File: src/rtl/leds_cmd_parser.sv
// UART command parser: decodes A5/index/value/checksum frames into
// four 7-segment digit codes, with inter-byte timeout and error strobe.
module leds_cmd_parser #(
    parameter int CLK_FREQ     = 50,
    parameter int BIT_RATE     = 115200,
    parameter int TIMEOUT_BITS = 30
) (
    input  logic        clk,
    input  logic        reset,
    input  logic [7:0]  rx_data,
    input  logic        rx_valid,
    output logic [27:0] leds_data,
    output logic [3:0]  led_data_valid,
    output logic        frame_err
);

    localparam int LIMIT = (CLK_FREQ * 1000000) / BIT_RATE * TIMEOUT_BITS;
    localparam int CW    = $clog2(LIMIT + 1);
    localparam logic [CW-1:0] LIM_C = CW'(LIMIT);

    typedef enum logic [1:0] {
        IDLE,
        INDEX,
        VALUE,
        CHECK
    } state_t;

    state_t        state_q;
    logic [CW-1:0] cnt_q;
    logic [27:0]   leds_q;
    logic [3:0]    valid_q;
    logic          err_q;
    logic [7:0]    index_q;
    logic [7:0]    value_q;
    logic          frame_ok;

    function automatic logic [6:0] seg(input logic [7:0] v);
        case (v)
            8'h00:   seg = 7'h40;
            8'h01:   seg = 7'h79;
            8'h02:   seg = 7'h24;
            8'h03:   seg = 7'h30;
            8'h04:   seg = 7'h19;
            8'h05:   seg = 7'h12;
            8'h06:   seg = 7'h02;
            8'h07:   seg = 7'h78;
            8'h08:   seg = 7'h00;
            8'h09:   seg = 7'h10;
            8'h0A:   seg = 7'h08;
            8'h0B:   seg = 7'h03;
            8'h0C:   seg = 7'h46;
            8'h0D:   seg = 7'h21;
            8'h0E:   seg = 7'h06;
            8'h0F:   seg = 7'h0E;
            default: seg = 7'h7F;
        endcase
    endfunction

    always_comb begin
        frame_ok = (rx_data == (8'hA5 ^ index_q ^ value_q))
                && (index_q <= 8'h03)
                && (value_q <= 8'h10);
    end

    // Payload bytes are only consumed after a full frame, so no reset needed.
    always_ff @(posedge clk) begin
        if (rx_valid && state_q == INDEX) index_q <= rx_data;
        if (rx_valid && state_q == VALUE) value_q <= rx_data;
    end

    always_ff @(posedge clk) begin
        if (reset) begin
            state_q <= IDLE;
            cnt_q   <= '0;
            leds_q  <= {28{1'b1}};
            valid_q <= '0;
            err_q   <= 1'b0;
        end else begin
            valid_q <= '0;
            err_q   <= 1'b0;
            if (rx_valid) begin
                cnt_q <= '0;
                case (state_q)
                    IDLE:  if (rx_data == 8'hA5) state_q <= INDEX;
                    INDEX: state_q <= VALUE;
                    VALUE: state_q <= CHECK;
                    CHECK: begin
                        state_q <= IDLE;
                        if (frame_ok) begin
                            for (int i = 0; i < 4; i++) begin
                                if (index_q[1:0] == 2'(i)) begin
                                    leds_q[7*i +: 7] <= seg(value_q);
                                    valid_q[i]       <= 1'b1;
                                end
                            end
                        end else begin
                            err_q <= 1'b1;
                        end
                    end
                    default: state_q <= IDLE;
                endcase
            end else if (state_q != IDLE) begin
                // Limit reached with no byte: drop the partial frame.
                if (cnt_q == LIM_C) begin
                    state_q <= IDLE;
                    cnt_q   <= '0;
                    err_q   <= 1'b1;
                end else begin
                    cnt_q <= cnt_q + CW'(1);
                end
            end else begin
                cnt_q <= '0;
            end
        end
    end

    assign leds_data      = leds_q;
    assign led_data_valid = valid_q;
    assign frame_err      = err_q;

endmodule

File: config.mk
export PLATFORM = sky130hd
export DESIGN_NAME = leds_cmd_parser
export DESIGN_NICKNAME = d
export VERILOG_FILES = /design/src/rtl/leds_cmd_parser.sv
export SDC_FILE = /design/constraint.sdc
export NUM_CORES = 1
export LEC_CHECK = 0
export ABC_AREA = 0
export CORE_UTILIZATION = 50
export CTS_BUF_LIST = sky130_fd_sc_hd__clkbuf_8
export CTS_CLUSTER_DIAMETER = 50
export DETAILED_ROUTE_END_ITERATION = 10
export PLACE_DENSITY_LB_ADDON = 0.2
export SYNTH_ARGS = -nofsm -noshare
export SYNTH_HDL_FRONTEND = slang
export SYNTH_SLANG_ARGS = --single-unit
File: constraint.sdc
create_clock -name clk -period 4.4 [get_ports clk]
set_clock_uncertainty 0.2 [all_clocks]
set_input_delay 0.88 -clock clk [delete_from_list [all_inputs] [get_ports clk]]
set_output_delay 0.88 -clock clk [all_outputs]
set_load 0.05 [all_outputs]
=== After elaboration in Yosys (flattened, before gate mapping) ===
Memory sizes are Yosys's and may differ from the RTL's. A register that Yosys moved wholly into a read port is not among the register bits.
Cells that the tools add are included.

* $add $sub $neg: 1
* Magnitude comparators: 2
* Equal/unequal tests: 10
* Muxes and demuxes: 22
* Bitwise logic cells: 6
* Reduce and logical (&&, ||, !) cells: 17

{| class="wikitable"
|+ Operators with widths
! operator !! count
|-
| 2-to-1 mux 7 bit || 4
|-
| 2-to-1 mux 4 bit || 4
|-
| AND reduction 4 bit || 4
|-
| adder 14 x 1 -> 14 bit, second input constant || 1
|-
| equality test 14 bit, second input constant || 1
|-
| 2-to-1 mux 1 bit || 9
|-
| equality test 2 bit, second input constant || 4
|-
| equality test 8 bit || 1
|-
| equality test 8 bit, second input constant || 1
|-
| less-or-equal comparator 8 x 2 -> 1 bit, second input constant || 1
|-
| less-or-equal comparator 8 x 5 -> 1 bit, second input constant || 1
|-
| 2-to-1 mux 2 bit || 4
|-
| one-hot mux 2 bit (4 select lines) || 1
|-
| OR reduction 4 bit || 2
|-
| bitwise XOR 8 bit || 1
|-
| nonzero test 2 bit || 3
|-
| equality test 2 x 1 -> 1 bit, second input constant || 2
|-
| logical AND 1 bit || 4
|-
| zero test 2 bit || 2
|-
| zero test 4 bit || 1
|-
| inverter 1 bit || 4
|-
| inverter 4 bit || 1
|-
| != test 3 bit, second input constant || 1
|-
| AND reduction 3 bit || 1
|}

* Register bits after elaboration: 65
* Memory bits (read-only): 448
* Logic and storage cells: 72
* Memories kept: 4

{| class="wikitable"
|+ Memories
! memory !! depth !! bits a word !! read ports !! clocked after Yosys merged registers in !! wr ports !! line !! text
|-
| (no name shown) || 16 || 7 || 1 || 1 || 0 || 38 || <nowiki>case (v)</nowiki>
|-
| (no name shown) || 16 || 7 || 1 || 1 || 0 || 38 ||
|-
| (no name shown) || 16 || 7 || 1 || 1 || 0 || 38 ||
|-
| (no name shown) || 16 || 7 || 1 || 1 || 0 || 38 ||
|}

=== Depth between registers and ports, before layout ===
Gate-level depths: netlist of the first run.

* Depth in word-level cells: 8
* Mapped depth: 9
* Mapped depth without buffers: 9

=== Worst setup path after synthesis of the first run ===
Ideal clock, no wire load.

* Path type: input-to-reg
* Start: in rx_data[2]
* End: reg leds_q[0] (netlist: leds_data[0])
* Arrival: 2.211 ns
* Required time: 4.128 ns
* Setup slack: 1.918 ns
* Stages on the path: 6
* Path through: xnor2_1 > o22ai_2 > nor3_4 > and4_1 > buf_6 > mux2i_1

* Word-level cells in the longest chain between the ends: 4

{| class="wikitable"
|+ RTL lines
! element !! line !! text
|-
| start, declared || 10 || <nowiki>input logic [7:0] rx_data,</nowiki>
|-
| equality test 8 bit || 60 || <nowiki>frame_ok = (rx_data == (8'hA5 ^ index_q ^ value_q))</nowiki>
|-
| logical AND 1 bit || 61 || <nowiki>&& (index_q <= 8'h03)</nowiki>
|-
| logical AND 1 bit || 62 || <nowiki>&& (value_q <= 8'h10);</nowiki>
|-
| AND reduction 4 bit (no line) || n/a ||
|-
| end signal, assigned || 75 || <nowiki>leds_q <= {28{1'b1}};</nowiki>
|-
| end signal, assigned by index || 92 || <nowiki>leds_q[7*i +: 7] <= seg(value_q);</nowiki>
|-
| end, declared || 30 || <nowiki>logic [27:0] leds_q;</nowiki>
|}

No other way between the ends.
A chain may end at the register's enable or synchronous reset.

=== Worst setup path in the final report of the first run ===
* Start: in rx_data[1]
* End: reg leds_q[4] (netlist: leds_data[4])

Same word-level chain as after synthesis.

==> results of run 1 <==
==> layout make-up <==
| cell class | count | area share (%) |
|---|---|---|
| clock buffer | 9 | 3.203 |
| multi-input combinational | 208 | 38.30 |
| tap | 75 | 2.426 |
| sequential | 72 | 41.41 |
| clock inverter | 7 | 2.459 |
| timing repair buffer | 44 | 11.32 |
| inverter | 9 | 0.8735 |
==> Yosys cell counts (all sizes together), types with 3 or more instances <==
cell / count / area (um^2)
nor2: 62 / 232.7
dfxtp: 56 / 1121
mux2i: 35 / 362.8
nand2: 18 / 67.56
edfxtp: 16 / 480.5
ha: 12 / 150.1
nor3: 10 / 61.31
inv: 9 / 33.78
nand3: 8 / 40.04
xnor2: 8 / 70.07
xor2: 8 / 77.58
o21ai: 7 / 35.03
clkbuf: 6 / 22.52
nand4: 5 / 76.32
and2: 3 / 18.77
and3: 3 / 18.77
==> power by group through the flow <==
stage                     Sequential [mW]  Combinational (mW)  Clock (mW)
after floorplan                     0.690              0.0158           0
final                               0.674              0.0325       0.577
after global routing                0.674              0.0346       0.618
after global placement              0.689              0.0316           0
after CTS                           0.674              0.0326       0.583
after detailed placement            0.689              0.0324           0
==> worst paths after layout <==
| kind | start | endpoint | slack, ps | depth (start not counted) |
|---|---|---|---|---|
| hold / removal | cnt_q[0] | cnt_q[0] | 290 | 1 |
| hold reg to reg | cnt_q[0] | cnt_q[0] | 290 | 1 |
| setup / recovery | rx_data[1] | leds_data[4] | 1390 | 5 |
| setup reg to reg | state_q[0] | register | 1850 | 7 |
==> state kept, by name, indices dropped and copies added (netlist names), named ones only <==
register,flops
value_q,8
frame_err,1
index_q,8
cnt_q,14
leds_data,28
state_q,2
led_data_valid,4
==> cell families (layout without fill, tap and decap cells) <==
logic type | after synthesis | after routing
xor gates and xnor gates | 17 | 17
muxes | 36 | 36
AOI/OAI and AO/OA | 19 | 19
DFF | 72 | 72
and+or+nand+nor | 124 | 124
buffers and inverters | 16 | 69
adders and majority gates | 12 | 12
==> cells in the final DEF (no fill, tap or decap), drive strengths merged, types with 2 or more instances in the layout <==
cell,n
nor2,62
dfxtp,56
clkdlybuf4s50,43
mux2i,35
nand2,18
edfxtp,16
ha,12
inv,11
nor3,10
clkbuf,9
nand3,8
xnor2,8
xor2,8
o21ai,7
nand4,5
and2,3
and3,3
clkinv,3
a22o,2
and3b,2
a21oi,2
and4,2
bufinv,2
a221oi,2
==> metrics by stage <==
stage / utilization, % / power (mW) / cells / hold slack [ps]
after floorplan: - / 0.7053 / 296 / 241.1
final: 64.56 / 1.283 / 424 / 290.8
after global routing: 64.56 / 1.327 / 424 / 313.3
after global placement: 60.90 / 0.7210 / 408 / 261.1
after CTS: 64.56 / 1.289 / 424 / 285.6
after detailed placement: 60.90 / 0.7219 / 408 / 267.6
==> layer usage <==
metal,global-route usage (%),routed length (um)
met5,0,0
met4,8.750,75
met3,5.393,189
met2,32.75,2984
met1,26.36,3000
==> results_dict.tcl, run 1 <==
set metrics [dict create \
    status "finished clean" \
    p_per_area_mw_per_mm2 331.8 \
    synth_cell_types 46 \
    routabilityCongestion 0.8393 \
    grt_overflow_total 0 \
    required_ps 4470 \
    finalInstanceArea_mm2 0.003867 \
    grt_max_degree 34 \
    clkLatencyLatePin_ps 340 \
    rows 28 \
    avgSynthCellArea_um2 10.64 \
    fmax_mhz 332.5 \
    startpoint_type "input pin" \
    clkSinkCount 72 \
    cp_max_fo 7 \
    synth_top_family_by_area "simple AND/OR/NAND/NOR gates" \
    grt_usage_pct 20.63 \
    slew_viol_final 0 \
    antennaDiodeCount 0 \
    cts.htree.levels 3 \
    numCtsBuffers 9 \
    synth_nets 319 \
    critical_path.top_delay_family "buffers and inverters" \
    fin_tns_setup_ps 0 \
    synth-compound-area-share_pct 4.766 \
    arrival_ps 3080 \
    syn_area_mm2 0.003151 \
    sequentialPowerShare_pct 52.5 \
    synthSimpleGateAreaFrac_pct 20.17 \
    die_w_um 81.38 \
    cpPeakStageDelay_ps 600 \
    final-hold-violation-count 0 \
    cp_cell_sequence "clkdlybuf4s50_1 > xor3_1 > a221oi_4 > and4_1 > mux2i_1" \
    swShare_pct 21.39 \
    fin_ws_ps 1392 \
    post_cts_buffers 0 \
    cts-hold-fix-buffers 0 \
    drtIter0Drc 97 \
    worstSetupPathType "input pin to register" \
    p_int_mw 1.009 \
    die_area_mm2 0.006623 \
    relSlewSlack_pct 37.55 \
    ys.flop_type "dfxtp_1" \
    leakagePower_nw 1.615 \
    first_global_vias 2132 \
    num_io_pins 44 \
    rsz0062_at_grt "no" \
    p_switching_uw 274.4 \
    antenna_found_initial 0 \
    tightest_slew_ps 910.6 \
    p_comb_share_pct 2.5 \
    cts_buffer_depth 2 \
    synthMuxAreaShare_pct 11.87 \
    peakVddDrop_mv 0.2201 \
    wl_um 6248 \
    drv_cap 0 \
    endpoint_kind "register" \
    setup_viol 0 \
    layout-drive-gt1-share_pct 7.163 \
    initial_core_util_pct 52.59 \
    dp_slack_ps 1040 \
    seq_area_frac_synth_pct 50.83 \
    place_hpwl_um 4463 \
    clkSlewWorstSetupHoldPaths_ps 80 \
    synth_fa_ha_area_share_pct 4.766 \
    place_area_mm2 0.003649 \
    ys_warn_count 0 \
    final_nets 367 \
    ant_nets 0 \
    crit_buf_inv 1 \
    cts_tree "done" \
    multiInputGateArea_mm2 0.001481 \
    crit_slowest_cell "clkdlybuf4s50_1" \
    root_buffer "clkbuf_8" \
    synth-edff-count 16 \
    grt_pass1_wl_um 10100 \
    vias_per_cell 5.196 \
    die_y_um 81.38 \
    synth_xor_area_share_pct 5.441 \
    core_mm2 0.005991 \
    via_count 2203 \
    finalCritPeriodShare_pct 68.36 \
    cts_resized 0 \
    wl_per_cell_um 14.74 \
    synth_seq_cells 72 \
    portBuffers 43 \
    synth_cells 296 \
    drc 0 \
    area_growth_pct 22.76 \
    fin_crit_ps 3008 \
    fillers 462 \
    dr.pass1.iters 4 \
    hold_path_class "register to register" \
    seq_area_mm2 0.001602 \
    synthArstFlopShare_pct 0 \
    clkPwrFrac_pct 44.9 \
]
Power figures use the tool's default switching activity.
==> inputs of run 2 (changes only) <==
Clock period 4.4 ns to 2.6 ns, I/O delays scaled along.
==> run 2 against run 1 <==
  * Clock-buffer cell count unchanged
  * Sequential share of layout area decreased by 1.1 points
  * Global-route usage increased by 0.58 points
  * Critical path type is now register to output port
  * Critical endpoint is now leds_data[7]
  * Largest cell class unchanged
==> results_dict.tcl, run 2 (synthesized netlist as in run 1, its figures left out) <==
set metrics [dict create \
    first_global_vias 2210 \
    arrival_ps 1530 \
    clkLatencyLatePin_ps 340 \
    antenna_found_initial 0 \
    cts-hold-fix-buffers 0 \
    fmax_mhz 444.7 \
    wl_um 6192 \
    layout-drive-gt1-share_pct 11.23 \
    vias_per_cell 5.120 \
    required_ps 1880 \
    final-hold-violation-count 0 \
    leakagePower_nw 1.687 \
    grt_usage_pct 21.21 \
    hold_path_class "register to register" \
    numCtsBuffers 9 \
    cpPeakStageDelay_ps 810 \
    core_mm2 0.005991 \
    crit_slowest_cell "clkdlybuf4s50_1" \
    cp_cell_sequence "clkdlybuf4s50_1" \
    post_cts_buffers 0 \
    relSlewSlack_pct 66.00 \
    initial_core_util_pct 52.59 \
    grt_pass1_wl_um 10320 \
    fin_total_pwr_mw 2.049 \
    largest_reg_flops 28 \
    slew_viol_final 0 \
    drv_cap 0 \
    final_common_cell "nor2_1" \
    routabilityCongestion 0.8867 \
    grt_max_degree 30 \
    die_y_um 81.38 \
    tightest_slew_ps 508.3 \
    drc 0 \
    rows 28 \
    cts.htree.levels 3 \
    root_buffer "clkbuf_8" \
    via_count 2253 \
    final_nets 384 \
    setup_viol 0 \
    rsz0062_at_grt "no" \
    endpoint_kind "output port" \
    clkSinkCount 72 \
    drtIter0Drc 43 \
    clkSlewWorstSetupHoldPaths_ps 80 \
    fin_tns_setup_ps 0 \
    cp_max_fo 2 \
    final_cell_mix "nor2_1 (62), dfxtp_1 (56), clkdlybuf4s50_1 (43), mux2i_1 (34), nand2_1 (18)" \
    antennaDiodeCount 0 \
    cts_buffer_depth 2 \
    finalCritPeriodShare_pct 86.49 \
    num_io_pins 44 \
    finalInstanceArea_mm2 0.003973 \
    dr.pass1.iters 4 \
    cts_resized 0 \
    place_hpwl_um 4592 \
    crit_buf_inv 1 \
    grt_overflow_total 0 \
    fin_crit_ps 2249 \
    die_w_um 81.38 \
    place_area_mm2 0.003789 \
    portBuffers 43 \
    startpoint_type "register" \
    wl_per_cell_um 14.07 \
    worstSetupPathType "register to output port" \
    area_growth_pct 26.09 \
    cts_tree "done" \
    p_per_area_mw_per_mm2 515.8 \
    die_area_mm2 0.006623 \
    critical_path.top_delay_family "buffers and inverters" \
    ant_nets 0 \
    peakVddDrop_mv 0.4167 \
    status "finished clean" \
]
## run 2: cell count changes in the layout (fill, tap and decap cells not counted), sizes merged
| cell | delta |
|---|---|
| clkinv | -1 |
| inv | +1 |
| bufinv | -1 |
| buf | +17 |
## run 2: area by class of cell
cell class	count	area, um^2
fill	455	2018
clock buffer	9	123.9
tap	75	93.84
sequential	72	1602
clock inverter	6	60.06
inverter	9	33.78
timing repair buffer	61	578.1
multi-input combinational	208	1481
## run 2: routing by layer
layer / up-vias / wire length (um) / GRT usage, %
met2: 28 / 3040 / 34.67
li1: 1146 / - / -
met5: - / 0 / 0
met1: 1071 / 2858 / 26.77
met3: 8 / 206 / 5.056
met4: 0 / 86 / 8.571
## run 2: per-stage QoR
stage / hold WS [ps] / worst slack [ps] / instances / util [%]
floorplan: 241.1 / 436.4 / 296 / -
global placement: 262.7 / 69.87 / 425 / 63.24
detailed placement: 275.0 / 4.350 / 425 / 63.24
CTS: 294.8 / 342.3 / 440 / 66.31
global route: 316.9 / 302.7 / 440 / 66.31
finish: 298.7 / 351.3 / 440 / 66.31
## run 2: path summary, 6_finish.rpt
check	start	to	slack, ps	cells past startpoint
hold reg to reg	cnt_q[0]	cnt_q[0]	300	1
setup / recovery	leds_data[7]	leds_data[7]	350	1
setup reg to reg	value_q[1]	leds_data[4]	470	5
hold / removal	cnt_q[0]	cnt_q[0]	300	1
## run 2: where the power goes
group / internal (mW) / switching [mW] / total, mW
clock: 0.435 / 0.407 / 0.842
sequential: 1.14 / 0.000293 / 1.14
combinational: 0.0345 / 0.0315 / 0.0660
==> inputs of run 3 (changes only) <==
Settings changed: PLACE_DENSITY set to 0.77, PLACE_DENSITY_LB_ADDON 0.2 to not set.
==> run 3 against run 2 <==
  * Routed wire length fell by 4.3%
  * First-iteration DRC count increased to 2.9 times the previous value
  * Worst setup slack better by 2.4 ps
  * Maximum frequency increased by 0.11%
  * Sequential power about the same
  * Core utilization is 0.33 points higher
  * Hold slack got worse by 11 ps
  * Combinational power is 4.7% lower
  * Non-clock buffer count shrank 3
  * Clock-buffer cell count unchanged
  * Critical path type unchanged
  * Power grew 7.5%
==> results_dict.tcl, run 3 (synthesized netlist as in run 1, its figures left out) <==
set metrics [dict create \
    status "finished clean" \
    cts_buffer_depth 2 \
    post_cts_buffers 0 \
    cts_resized 0 \
    cp-startpoint "leds_data[9]" \
    p_per_area_mw_per_mm2 551.7 \
    finalCritPeriodShare_pct 86.40 \
    rows 28 \
    wl_per_cell_um 13.52 \
    area_growth_pct 26.73 \
    ff2ff_path_depth 6 \
    cp_max_fo 2 \
    tightest_slew_ps 500.1 \
    grt_overflow_total 0 \
    num_io_pins 44 \
    place_hpwl_um 4413 \
    routabilityCongestion 0.8419 \
    leakagePower_nw 1.687 \
    cts_tree "done" \
    slew_viol_final 0 \
    antennaDiodeCount 0 \
    crit_path_end "leds_data[9]" \
    fin_cells 438 \
    core_mm2 0.005991 \
    root_buffer "clkbuf_8" \
    r2r_start "index_q[3]" \
    ff2ff_setup_slack_ps 370 \
    final_nets 381 \
    worstSetupPathType "register to output port" \
    cp_cell_sequence "clkdlybuf4s50_1" \
    clkSinkCount 72 \
    via_count 2245 \
    grt_usage_pct 21.69 \
    min_path_cells 1 \
    crit_buf_inv 1 \
    drc 0 \
    rsz0062_at_grt "no" \
    final_common_cell "nor2_1" \
    final-hold-violation-count 0 \
    die_area_mm2 0.006623 \
    drtIter0Drc 124 \
    fin_tns_setup_ps 0 \
    relSlewSlack_pct 66.56 \
    initial_core_util_pct 52.59 \
    cts-hold-fix-buffers 0 \
    cts.htree.levels 3 \
    fin_total_pwr_mw 2.203 \
    antenna_found_initial 0 \
    worst-path-stages 1 \
    r2r_end "leds_data[18]" \
    fmax_mhz 445.2 \
    clkSlewWorstSetupHoldPaths_ps 90 \
    cpPeakStageDelay_ps 810 \
    dr.pass1.iters 4 \
    numCtsBuffers 9 \
    endpoint_kind "output port" \
    portBuffers 43 \
    wl_um 5923 \
    die_w_um 81.38 \
    hold_path_class "register to register" \
    final_cell_mix "nor2_1 (62), dfxtp_1 (56), clkdlybuf4s50_1 (43), mux2i_1 (34), nand2_1 (18)" \
    ant_nets 0 \
    critical_path.top_delay_family "buffers and inverters" \
    grt_pass1_wl_um 10490 \
    arrival_ps 1530 \
    vias_per_cell 5.126 \
    drv_cap 0 \
    crit_slowest_cell "clkdlybuf4s50_1" \
    largest_reg_flops 28 \
    dp.cells 422 \
    required_ps 1880 \
    peakVddDrop_mv 0.4441 \
    first_global_vias 2302 \
    clkLatencyLatePin_ps 350 \
    die_y_um 81.38 \
    setup_viol 0 \
    startpoint_type "register" \
    fin_crit_ps 2246 \
    layout-drive-gt1-share_pct 11.02 \
    grt_max_degree 30 \
]
run 3: cell types whose count changed in the layout (fill, tap and decap cells not counted):
cell	delta
buf_4	-3
bufinv_16	+1
inv_1	-1
inv_4	-2
inv_6	+2
inv_8	+1
run 3: metrics by stage:
step | setup slack, ps | cell area, um^2 | utilization (%) | hold slack (ps)
after floorplan | 436.4 | 3151 | - | 241.1
after global placement | 54.95 | 3766 | 62.87 | 264.2
after detailed placement | 3.068 | 3766 | 62.87 | 274.0
after CTS | 326.9 | 3993 | 66.65 | 290.3
after global routing | 238.1 | 3993 | 66.65 | 326.5
final | 353.7 | 3993 | 66.65 | 287.3
run 3: per-layer routing:
layer,GRT usage (%),wire [um],up-vias
met2,35.25,2832,36
li1,-,-,1151
met1,25.99,2768,1051
met3,8.202,240,7
met4,7.857,81,0
met5,0,0,-
run 3: how the worst min path moves through the flow:
stage | start | endpoint | slack (ps)
floorplan | cnt_q[0] | cnt_q[0] | 240
global placement | cnt_q[0] | cnt_q[0] | 260
finish | cnt_q[0] | cnt_q[0] | 290
detailed placement | cnt_q[13] | cnt_q[13] | 270
global route | cnt_q[13] | cnt_q[13] | 330
CTS | cnt_q[13] | cnt_q[13] | 290
run 3: report_power, final:
group          internal (mW)  total (mW)  leakage, nW  switching, mW
logic                 0.0321      0.0629        0.973         0.0308
clock network          0.553       0.999        0.116          0.446
registers               1.14        1.14        0.598       0.000286
run 3: layout make-up:
| class | instances | area (um^2) |
|---|---|---|
| Clock buffer | 9 | 123.9 |
| Clock inverter | 7 | 102.6 |
| Sequential cell | 72 | 1602 |
| Multi-Input combinational cell | 208 | 1481 |
| Timing Repair Buffer | 58 | 555.5 |
| Inverter | 9 | 33.78 |
| Tap cell | 75 | 93.84 |
| Fill cell | 460 | 1998 |
